<file path="src/rtl/operand_regfile.sv">
// operand_regfile: ALU-side register file with r0 hardwired to zero,
// write-through bypass on both read ports, and latched Z/N flags.
module operand_regfile #(
    parameter int unsigned DATA_W = 8,
    parameter int unsigned ADDR_W = 3
) (
    input  logic              clk,
    input  logic              rst,
    input  logic [ADDR_W-1:0] rd_addr_a,
    input  logic [ADDR_W-1:0] rd_addr_b,
    output logic [DATA_W-1:0] out_A,
    output logic [DATA_W-1:0] out_B,
    input  logic              wr_en,
    input  logic [ADDR_W-1:0] wr_addr,
    input  logic [DATA_W-1:0] wr_data,
    input  logic              ld_en,
    input  logic [ADDR_W-1:0] ld_addr,
    input  logic [DATA_W-1:0] ld_data,
    input  logic              flag_we,
    input  logic              Z_in,
    input  logic              N_in,
    output logic              Z_q,
    output logic              N_q
);

    localparam int unsigned NREGS = 2 ** ADDR_W;

    logic [DATA_W-1:0] r_regs [NREGS];
    logic              r_z;
    logic              r_n;

    logic              w_ld_hit;
    logic              w_wr_hit;

    // Commit qualifiers: r0 is never written, and a load to the same address shadows the writeback.
    assign w_ld_hit = ld_en && (ld_addr != '0);
    assign w_wr_hit = wr_en && (wr_addr != '0) && !(ld_en && (ld_addr == wr_addr));

    // Register array: async clear, load and writeback may commit together to different addresses.
    always_ff @(posedge clk or negedge rst) begin
        if (!rst) begin
            for (int unsigned i = 0; i < NREGS; i++) begin
                r_regs[i] <= '0;
            end
        end else begin
            if (w_ld_hit) begin
                r_regs[ld_addr] <= ld_data;
            end
            if (w_wr_hit) begin
                r_regs[wr_addr] <= wr_data;
            end
        end
    end

    // Flag latch, independent of the data write path.
    always_ff @(posedge clk or negedge rst) begin
        if (!rst) begin
            r_z <= 1'b0;
            r_n <= 1'b0;
        end else if (flag_we) begin
            r_z <= Z_in;
            r_n <= N_in;
        end
    end

    assign Z_q = r_z;
    assign N_q = r_n;

    // Read port A: reset and r0 force zero, then load bypass, then writeback bypass, then storage.
    always_comb begin
        out_A = '0;
        if (!rst || (rd_addr_a == '0)) begin
            out_A = '0;
        end else if (ld_en && (ld_addr == rd_addr_a)) begin
            out_A = ld_data;
        end else if (wr_en && (wr_addr == rd_addr_a)) begin
            out_A = wr_data;
        end else begin
            out_A = r_regs[rd_addr_a];
        end
    end

    // Read port B: same priority as port A.
    always_comb begin
        out_B = '0;
        if (!rst || (rd_addr_b == '0)) begin
            out_B = '0;
        end else if (ld_en && (ld_addr == rd_addr_b)) begin
            out_B = ld_data;
        end else if (wr_en && (wr_addr == rd_addr_b)) begin
            out_B = wr_data;
        end else begin
            out_B = r_regs[rd_addr_b];
        end
    end

endmodule

</file>
<file path="config.mk">
export PLATFORM = sky130hd
export DESIGN_NAME = operand_regfile
export DESIGN_NICKNAME = d
export VERILOG_FILES = /design/src/rtl/operand_regfile.sv
export SDC_FILE = /design/constraint.sdc
export NUM_CORES = 1
export LEC_CHECK = 0
export ABC_AREA = 1
export BUFFER_PORTS_ARGS = -buffer_cell sky130_fd_sc_hd__buf_2
export CORE_MARGIN = 2
export CORE_UTILIZATION = 55
export CTS_BUF_LIST = sky130_fd_sc_hd__clkbuf_8
export CTS_CLUSTER_DIAMETER = 100
export DETAILED_ROUTE_END_ITERATION = 10
export GPL_ROUTABILITY_DRIVEN = 0
export PLACE_DENSITY = 0.75
export SETUP_SLACK_MARGIN = 0.05
export SYNTH_ARGS = -nofsm -noshare
export SYNTH_HDL_FRONTEND = slang
export SYNTH_SLANG_ARGS = --single-unit
</file>
<file path="constraint.sdc">
create_clock -name clk -period 2.8 [get_ports clk]
set_input_delay 0.42 -clock clk [delete_from_list [all_inputs] [get_ports clk]]
set_output_delay 0.42 -clock clk [all_outputs]
set_load 0.01 [all_outputs]
</file>
Word-level counts from Yosys, hierarchy flattened

Cells that the tools add are included.

Register bits after elaboration: 66
Input bits: 35
Output and inout port bits: 18
Word-level logic and storage cells: 63

Bitwise gates (word level): 4
Magnitude comparators: 6
Multiplexer cells: 20
Reduce and logical (&&, ||, !) cells: 18
Eq/ne operators: 5

Operators with widths:

| kind               | count |
|---|---|
| $bwmux 64          | 2 |
| $mux 64            | 2 |
| $mux 8             | 12 |
| $bmux 8 s3         | 2 |
| $demux 8 s3        | 2 |
| $ge 4x4->1 const B | 4 |
| $not 3->4          | 4 |
| $eq 3x3->1         | 5 |
| $logic_and 1x1->1  | 10 |
| $lt 4x1->1 const B | 2 |
| $logic_not 3->1    | 2 |
| $reduce_bool 3->1  | 2 |
| $logic_not 1->1    | 2 |
| $logic_or 1x1->1   | 2 |

Logic depth before layout (Yosys ltp)

Depth in word-level cells: 9
Mapped depth: 10
Mapped depth without buffers: 8

Least setup slack after synthesis

Ideal clock, no wire load.

Kind: input to output
Start: in rd_addr_a[1]
End: out out_A[2]
Slack: 950 ps
Stages on the path: 9
Data required time: 2380 ps
Arrival: 1430 ps
Path buffers: 2
Cell sequence: buf_4 > inv_2 > buf_2 > nand2_1 > nand2_1 > nor2_4 > nand2_2 > nand3_1 > a21oi_1

Longest elaborated chain between the ends: 7
Elaborated cells on any way between the ends: 13
Those cells by class: 2 x eq/ne; 6 x mux; 1 x bitwise; 4 x reduce/logical

Ends and longest elaborated chain:

| what                                      | RTL line | RTL |
|---|---|---|
| start, declared                           | 9        | `input logic [ADDR_W-1:0] rd_addr_a,` |
| $not 3->4 (not written as such)           | 79       | `out_A = r_regs[rd_addr_a];` |
| $bmux 8 s3                                | 79       |  |
| $mux 8 (not written as such) (2 in a row) | 79       |  |
| $mux 8                                    | 76       | `end else if (wr_en && (wr_addr == rd_addr_a)) begin` |
| $mux 8                                    | 74       | `end else if (ld_en && (ld_addr == rd_addr_a)) begin` |
| $mux 8 (*)                                | 72       | `if (!rst \|\| (rd_addr_a == '0)) begin` |
| end, declared                             | 11       | `output logic [DATA_W-1:0] out_A,` |

Every way passes the cells marked *; elsewhere a longest branch is shown, timed or not. The select of a mux whose other input is x is not followed.

Worst setup path after layout

Start: in rd_addr_a[0]
End: out out_A[5]

The elaborated chain is that of the path after synthesis.

==> metrics <==
status complete, no violations; total gr overflow 0; CTS clk-pin slew, worst paths roughly 0.080 ns; CTS max path bufs 2; core area just over 0.009 mm²; initial antenna violation count 0; Antenna Cells 0; layout cells sized above 1 approximately an eighth; drc violations 0; Post-CTS Resized 0; min Tclk post-route 2.560 ns; Least-Margin Pin Slew roughly 0.84 ns; area delta synth->final 6.363%; worst flop-to-flop path startpoint r_regs[14]$_DFF_PN0_; final hold violations 0; Max Slew Vio Count 0; Port Buffer Count 52; Compound-Gate Fraction of Synth Area just under 9%; CP Class input port to output port; TritonCTS buffer count 9; main combinational cell family by area after synthesis simple AND/OR/NAND/NOR gates; top post-synthesis cells by area dfrtp_1, nand2_1, nand3_1, o21ai_0, nand4_1; Pleak 0.002994 µW; XOR/XNOR share of the synthesized area 0.7719%; Post-Synthesis Cells slightly below 900; total track usage a little under two fifths; flop-to-flop setup slack around 1.9 ns; Worst R2R Path Depth 4; DIE AREA 0.01053 mm²; CTS tree yes; Avg Cell Area, Syn 6.099 µm²; Detail Route Antenna Nets 0; drt initial violations 819; post-synthesis mux area share less than 1%; IO Pins 53; Slew HR between 40% and 50%; Clock Tree Root clkbuf_8; adder-cell share of the synthesized area 0%; hold buffer count at CTS 0; Post-Route WL between 15 and 20 mm; RSZ-0062 raised after global routing false; routed len/inst about 19 µm; Startpoint Class input port; largest net degree at the start of global routing between 60 and 70; setup TNS 0 ns; Synth Cell Area 0.005349 mm²; via count about 6200; Netlist cell types 26; global-route wire length before repair 29.15 mm; Via-to-Cell Ratio approximately 6.1; Tcrit/Tclk final approximately nine tenths; Critical Path End Type output port; num rows 35; Starting Density 57.34%; clock sink count 66; synth warn 0; # Max-Cap Violations 0; Top FF cell, synth dfrtp_1; Post-synth ARST share 100.0%; vias in the first global route 5309; register bit total from synthesis 66; die height between 100 and 150 µm; Mapped Nets approximately 910; Clock Skew 0 ns; post-CTS setup buffers 0; R2R Path End r_regs[14]$_DFF_PN0_; final net count 918; final setup violation count 0; largest area contributor in the netlist dfrtp_1; Arr. time, crit path 2.14 ns; worst hold slack between 0.2 and 0.25 ns; pwr dens roughly 560 mW/mm²; register area share after synthesis a little under a third; CP Max Fanout 36; f_max roughly 0.39 GHz; die width 102.6 µm; worst-skew pair later-pin latency between 0.3 and 0.4 ns; Worst Path Required between 2 and 2.5 ns; Setup crit start rd_addr_a[0]; min-delay worst type input port to asynchronous set/reset pin; top cell type's share of synthesized area 30.88%; CP Capture Point out_A[5]; HPWL after DPL between 10 and 15 mm; Post-synth EDFFs 0; IR drop worst, VDD approximately 0.43 mV; DR pass1 iterations 5; H-tree Lvls 3; post-synthesis simple-gate area fraction 48.16%
==> cell usage after synthesis (8+ instances only) <==
| library cell | count |
|---|---|
| nand2_1 | 393 |
| nand3_1 | 111 |
| o21ai_0 | 74 |
| dfrtp_1 | 66 |
| nand4_1 | 56 |
| inv_1 | 48 |
| buf_2 | 26 |
| clkbuf_1 | 19 |
| a21oi_1 | 16 |
| nor2_1 | 11 |
| buf_6 | 10 |
| nor2_2 | 9 |
| buf_1 | 8 |
| inv_2 | 8 |
==> through the flow <==
stage               util (%)  worst slack [ns]  total power (µW)  std cells  area [µm²]
floorplan                  -            0.9500              1935        877        5349
global placement       58.66            0.4462              2223       1001        5472
CTS                    60.99            0.3305              3159       1017        5689
finish                 60.99            0.2397              3187       1017        5689
global route           60.99           0.06651              3380       1017        5689
detailed placement     58.66            0.3350              2248       1001        5472
==> state kept, by name, indices dropped and copies added, names as in the netlist <==
signal and count:
r_regs 64, Z_q 1, N_q 1
==> logic make-up (layout without fill, tap and decap cells) <==
family / count (synthesis) / after routing
AO/OA/AOI/OAI: 94 / 94
XOR/XNOR: 3 / 3
buffers and inverters: 123 / 134
flip-flops: 66 / 66
multiplexers: 2 / 2
AND/OR/NAND/NOR: 589 / 589
==> layer usage <==
layer	up-vias	track usage [%]	share of wire, %	wire length (µm)
li1	2875	-	-	-
met1	2793	52.50	40	7576
met2	437	55.00	43	8110
met3	81	7.593	12	2248
met4	0	18.26	5.2	988
met5	-	0	0	0
==> area by class of cell <==
| class | instances | area, µm² |
|---|---|---|
| Inverter | 56 | 210.2 |
| Clock buffer | 9 | 123.9 |
| Clock inverter | 7 | 93.84 |
| Sequential cell | 66 | 1652 |
| Timing Repair Buffer | 62 | 335.3 |
| Multi-Input combinational cell | 688 | 3113 |
| Tap cell | 129 | 161.4 |
| Fill cell | 908 | 3638 |
==> worst min path at each step <==
stage | slack (ns) | depth (start not counted) | startpoint | end
CTS | 0.28 | 2 | rst | r_regs[54]$_DFF_PN0_
global placement | 0.40 | 0 | r_regs[62]$_DFF_PN0_ | r_regs[62]$_DFF_PN0_
global route | 0.29 | 2 | N_in | N_q$_DFFE_PN0P_
finish | 0.24 | 2 | rst | r_regs[52]$_DFF_PN0_
detailed placement | 0.40 | 0 | r_regs[60]$_DFF_PN0_ | r_regs[60]$_DFF_PN0_
floorplan | 0.12 | 0 | rst | N_q$_DFFE_PN0P_
==> placed cells by master (no fill, tap or decap), types with 3 or more instances in the layout <==
| master | Yosys | layout |
|---|---|---|
| inv_2 | 8 | 8 |
| nor2_2 | 9 | 9 |
| nor2_1 | 11 | 11 |
| buf_2 | 26 | 52 |
| nand3_1 | 111 | 111 |
| nand2_1 | 393 | 393 |
| a21oi_1 | 16 | 16 |
| o21ai_0 | 74 | 74 |
| dfrtp_1 | 66 | 66 |
| inv_1 | 48 | 49 |
| clkbuf_8 | 0 | 9 |
| nand4_1 | 56 | 56 |
| buf_4 | 4 | 10 |
| nand2_2 | 3 | 3 |
==> critical path, stage by stage <==
cell and delay (ns):
buf_2 0.29, inv_2 0.34, a31oi_1 0.55, o21ai_0 0.20
a21oi_1 0.17, buf_2 0.16
==> report_power, final <==
group / switching (µW) / leakage [µW] / internal [µW] / total [µW]
sequential: 182 / 0.000834 / 1130 / 1310
clock: 414 / 0.000111 / 501 / 915
combinational: 634 / 0.00205 / 329 / 963
total: 1230 / 0.00299 / 1960 / 3190
No activity file was read; power rests on OpenSTA's default activity.
